`config.mk`:
```
export PLATFORM = sky130hd
export DESIGN_NAME = cordiccart2pol_gain_post
export DESIGN_NICKNAME = d
export VERILOG_FILES = /design/src/rtl/cordiccart2pol_gain_post.sv
export SDC_FILE = /design/constraint.sdc
export NUM_CORES = 1
export LEC_CHECK = 0
export BUFFER_PORTS_ARGS = -buffer_cell sky130_fd_sc_hd__buf_2
export CORE_UTILIZATION = 61
export DETAILED_ROUTE_END_ITERATION = 12
export MAX_ROUTING_LAYER = met4
export PLACE_DENSITY = 0.86
export SLEW_MARGIN = 15
export SYNTH_ARGS = -nofsm -noshare
export SYNTH_HDL_FRONTEND = slang
export SYNTH_SLANG_ARGS = --single-unit
```
`constraint.sdc`:
```
create_clock -name clk -period 3.6 [get_ports clk]
set_clock_uncertainty 0.2 [all_clocks]
set_input_delay 0.72 -clock clk [delete_from_list [all_inputs] [get_ports clk]]
set_output_delay 0.72 -clock clk [all_outputs]
set_load 0.05 [all_outputs]
```
`src/rtl/cordiccart2pol_gain_post.sv`:
```
// Post-multiplier stage for the cart2pol CORDIC gain: slot tags, multiplier ce, round/saturate, FWFT output FIFO.
// Define CORDIC_GAIN_ROUND_EN to add the half-LSB rounding term before the shift (default build truncates).
module cordiccart2pol_gain_post #(
   parameter int PROD_W     = 30,
   parameter int OUT_W      = 16,
   parameter int FRAC_SHIFT = 12,
   parameter int MUL_LAT    = 3,
   parameter int FIFO_DEPTH = 4
) (
   input  logic              clk,
   input  logic              reset,
   input  logic              in_valid,
   output logic              in_ready,
   output logic              mul_ce,
   input  logic [PROD_W-1:0] mul_p,
   output logic              out_valid,
   input  logic              out_ready,
   output logic [OUT_W-1:0]  out_data,
   output logic              out_sat,
   output logic [15:0]       sat_count
);

   localparam int SUM_W = PROD_W + 1;
   localparam int SH_W  = SUM_W - FRAC_SHIFT;
   localparam int PTR_W = $clog2(FIFO_DEPTH);
   localparam int CNT_W = PTR_W + 1;

`ifdef CORDIC_GAIN_ROUND_EN
   localparam logic signed [SUM_W-1:0] ROUND_ADD = SUM_W'(2 ** (FRAC_SHIFT - 1));
`else
   localparam logic signed [SUM_W-1:0] ROUND_ADD = '0;
`endif

   localparam logic signed [SH_W-1:0] SAT_MAX = SH_W'(2 ** (OUT_W - 1) - 1);
   localparam logic signed [SH_W-1:0] SAT_MIN = ~SAT_MAX;

   logic [MUL_LAT-1:0]    tag;
   logic [OUT_W-1:0]      data_mem [FIFO_DEPTH];
   logic [FIFO_DEPTH-1:0] sat_mem;
   logic [PTR_W-1:0]      wr_ptr;
   logic [PTR_W-1:0]      rd_ptr;
   logic [CNT_W-1:0]      count;
   logic                  fifo_full;
   logic                  push;
   logic                  pop;

   logic signed [SUM_W-1:0] sum;
   logic signed [SH_W-1:0]  shifted;
   logic [OUT_W-1:0]        scaled;
   logic                    scaled_sat;

   // ce only drops when the product at the pipe end has nowhere to go; out_ready is not involved
   assign fifo_full = (count == CNT_W'(FIFO_DEPTH));
   assign mul_ce    = !(tag[MUL_LAT-1] && fifo_full);
   assign in_ready  = mul_ce;
   assign push      = tag[MUL_LAT-1] && mul_ce;
   assign out_valid = (count != '0);
   assign pop       = out_valid && out_ready;

   always_ff @(posedge clk) begin
      if (reset) begin
         tag <= '0;
      end else if (mul_ce) begin
         tag <= {tag[MUL_LAT-2:0], in_valid};
      end
   end

   // Widen by one bit so the rounding addend can never overflow the signed product
   always_comb begin
      sum        = $signed({mul_p[PROD_W-1], mul_p}) + ROUND_ADD;
      shifted    = SH_W'(sum >>> FRAC_SHIFT);
      scaled     = shifted[OUT_W-1:0];
      scaled_sat = 1'b0;
      if (shifted > SAT_MAX) begin
         scaled     = SAT_MAX[OUT_W-1:0];
         scaled_sat = 1'b1;
      end else if (shifted < SAT_MIN) begin
         scaled     = SAT_MIN[OUT_W-1:0];
         scaled_sat = 1'b1;
      end
   end

   always_ff @(posedge clk) begin
      if (push) begin
         data_mem[wr_ptr] <= scaled;
         sat_mem[wr_ptr]  <= scaled_sat;
      end
   end

   always_ff @(posedge clk) begin
      if (reset) begin
         wr_ptr    <= '0;
         rd_ptr    <= '0;
         count     <= '0;
         sat_count <= '0;
      end else begin
         if (push) begin
            wr_ptr <= wr_ptr + PTR_W'(1);
         end
         if (pop) begin
            rd_ptr <= rd_ptr + PTR_W'(1);
         end
         case ({push, pop})
            2'b10:   count <= count + CNT_W'(1);
            2'b01:   count <= count - CNT_W'(1);
            default: count <= count;
         endcase
         if (push && scaled_sat && (sat_count != 16'hFFFF)) begin
            sat_count <= sat_count + 16'd1;
         end
      end
   end

   // Gate the head so an empty FIFO presents zeros rather than unreset storage
   assign out_data = out_valid ? data_mem[rd_ptr] : '0;
   assign out_sat  = out_valid ? sat_mem[rd_ptr] : 1'b0;

endmodule

```
==> impl_metrics.tcl <==
set metrics [dict create \
    cellPowerDensity_nw_per_um2 518 \
    grt_pass1_vias 2836 \
    setup_ws_ps 687 \
    cts_buffers 9 \
    finalSetupTns_ps 0 \
    die_h_um 86.7 \
    clock_latency_ps 350 \
    holdBufCountCts 0 \
    portBuffers 57 \
    worstSetupPathType "reg -> out" \
    stdcell_count 506 \
    viasPerCell 5.92 \
    start_util 0.637 \
    root_buffer "clkbuf_8" \
    layout_common_cells "68 x edfxtp_1, 61 x nor2_1, 57 x buf_2, 28 x a21oi_1, 28 x dfxtp_1" \
    relSlewSlack 0.380 \
    hold_start "tag[1]" \
    antenna_found_initial 0 \
    ir_drop_mv 0.307 \
    fin_crit_ps 2910 \
    cts_resized 0 \
    gp_congestion 0.843 \
    fin_crit_sh 0.809 \
    pre_cts_slack_ps 681 \
    vias 2997 \
    dr.pass1.iters 5 \
    die_area_um2 7520 \
    io_pins 70 \
    hold_viol 0 \
    whs_path_depth 2 \
    crit_path_end_kind "primary output" \
    synth_top_area_frac 0.467 \
    rsz0062_at_grt "no" \
    status "completed" \
    grt_use_total 0.253 \
    htreeDepth 3 \
    layout_commonest_cell "edfxtp_1" \
    setup_viol 0 \
    layout.nets 446 \
    p_leak_nw 1.77 \
    drc_errors 0 \
    die_w_um 86.7 \
    worst-path-max-fanout 16 \
    drv_slew 0 \
    grt-ovfl-total 0 \
    post-cts-setup-buffers 0 \
    antennaDiodeCount 0 \
    max_freq_ghz 0.343 \
    area_delta_synth_final_pct 12.0 \
    synth-seq-cells 96 \
    cp-start-kind "flop" \
    ys_seq_area_frac 0.595 \
    tightest_slew_ps 930 \
    ys_types 42 \
    synthCells 359 \
    drive_above_1_share 0.234 \
    report.power.total_mw 2.54 \
    syn_nets 400 \
    syn-mean-instance-area_um2 12.2 \
    reg2regPathDepth 8 \
    place_inst 490 \
    r2r_setup_slack_ps 860 \
    r2r-start "count[0]" \
    grt_max_degree 37 \
    hold_path_class "reg -> reg" \
    yosysTopAreaCell "edfxtp_1" \
    ant_nets 0 \
    drt_wl_total_um 8480 \
    synth_area_um2 4380 \
    clk_transition_reported_paths_ps 90 \
    synth_warnings 0 \
    maxCapViolCount 0 \
    dp_hpwl_um 5600 \
    holdPathEnd "tag[2]" \
    coreArea_um2 6870 \
    cp_data_required_time_ps 2680 \
    wl_per_cell_um 16.8 \
    drt_iter0_drc 207 \
    rows 30 \
    synthTopCellsByArea "edfxtp_1 47%, dfxtp_1 13%, mux4_2 8.8%" \
    grt_pass1_wl_um 13800 \
    clock-sinks 96 \
    rr_endpoint "count[2]" \
    arrival_ps 1990 \
    clockBufferDepth 2 \
    cts_tree "done" \
]
## routing by layer
layer / wire length, um / track usage / up-vias
met1: 3420 / 0.321 / 1454
li1: - / - / 1412
met3: 452 / 0.0505 / 11
met2: 4470 / 0.408 / 120
met4: 130 / 0.0955 / 0
met5: 0 / - / -
## area by class of cell
| type | count | area, um^2 |
|---|---|---|
| Clock buffer | 10 | 128 |
| Clock inverter | 6 | 91.3 |
| Fill cell | 463 | 1970 |
| Inverter | 11 | 41.3 |
| Multi-Input combinational cell | 229 | 1620 |
| Sequential cell | 96 | 2600 |
| Tap cell | 96 | 120 |
| Timing Repair Buffer | 58 | 293 |
## power by group
group,total [mW],switching (mW),leakage (nW),internal (mW)
clock network,0.760,0.365,0.111,0.395
logic,0.551,0.381,0.818,0.171
registers,1.23,0.0167,0.841,1.21
## Yosys cell counts
master    instances
mux2_2            3
fa_1              1
o41ai_1           1
or2_0             1
nand3_1           8
o21ai_1           1
or3b_1            1
nand4_1           5
a21oi_1          28
buf_6             1
a41o_1            1
nand4_4           1
o311a_1           2
and2_1           20
and3_1            5
nor2_1           61
nor4_4            1
o21a_1            1
or3_1             4
or3_4             1
xor2_1            3
mux4_2           17
edfxtp_1         68
xnor2_1           2
and4_1            3
mux2i_1           2
nand3b_1          1
ha_1              6
nor4b_1           1
buf_2             5
clkbuf_1         15
nand2_1          22
nor2b_1           3
nor3_1            1
nor4_1            3
buf_4             2
o31a_1            1
dfxtp_1          28
o21ai_0           2
or4_1             8
o31ai_1           8
inv_1            11
## registers in the layout, summed over array words and instances (netlist names), named ones only
name,cells
sat_mem,4
data_mem,64
rd_ptr,2
sat_count,16
count,3
wr_ptr,2
tag,3
## worst max path at each step
| stage | from | to | slack, ps | depth (start not counted) |
|---|---|---|---|---|
| floorplan | flop | out_data[10] | 1020 | 4 |
| global placement | mul_p[29] | sat_count[11] | 760 | 5 |
| detailed placement | mul_p[29] | sat_count[11] | 680 | 5 |
| CTS | flop | out_data[7] | 650 | 3 |
| global route | flop | out_data[15] | 560 | 3 |
| finish | flop | out_data[7] | 690 | 3 |
## cell families after synthesis
logic type,count (synthesis),synth area share
AO/OA/AOI/OAI,45,0.0618
XOR/XNOR,5,0.0100
adder cells (fa/ha/maj),7,0.0217
buffers and inverters,34,0.0340
flip-flops,96,0.595
multiplexers,22,0.0998
AND/OR/NAND/NOR,150,0.178
## through the flow
step                instance area, um^2  hold slack, ps  utilization
floorplan                          4380             240            -
finish                             4900             294        0.713
global placement                   4680             260        0.681
detailed placement                 4680             273        0.681
CTS                                4900             293        0.713
global route                       4900             309        0.713
## critical path: stages, from the launching register on
cell	delay (ps)
dfxtp_1	820
mux4_2	410
and2_1	190
buf_2	210
(Power assumes the default switching activity.)
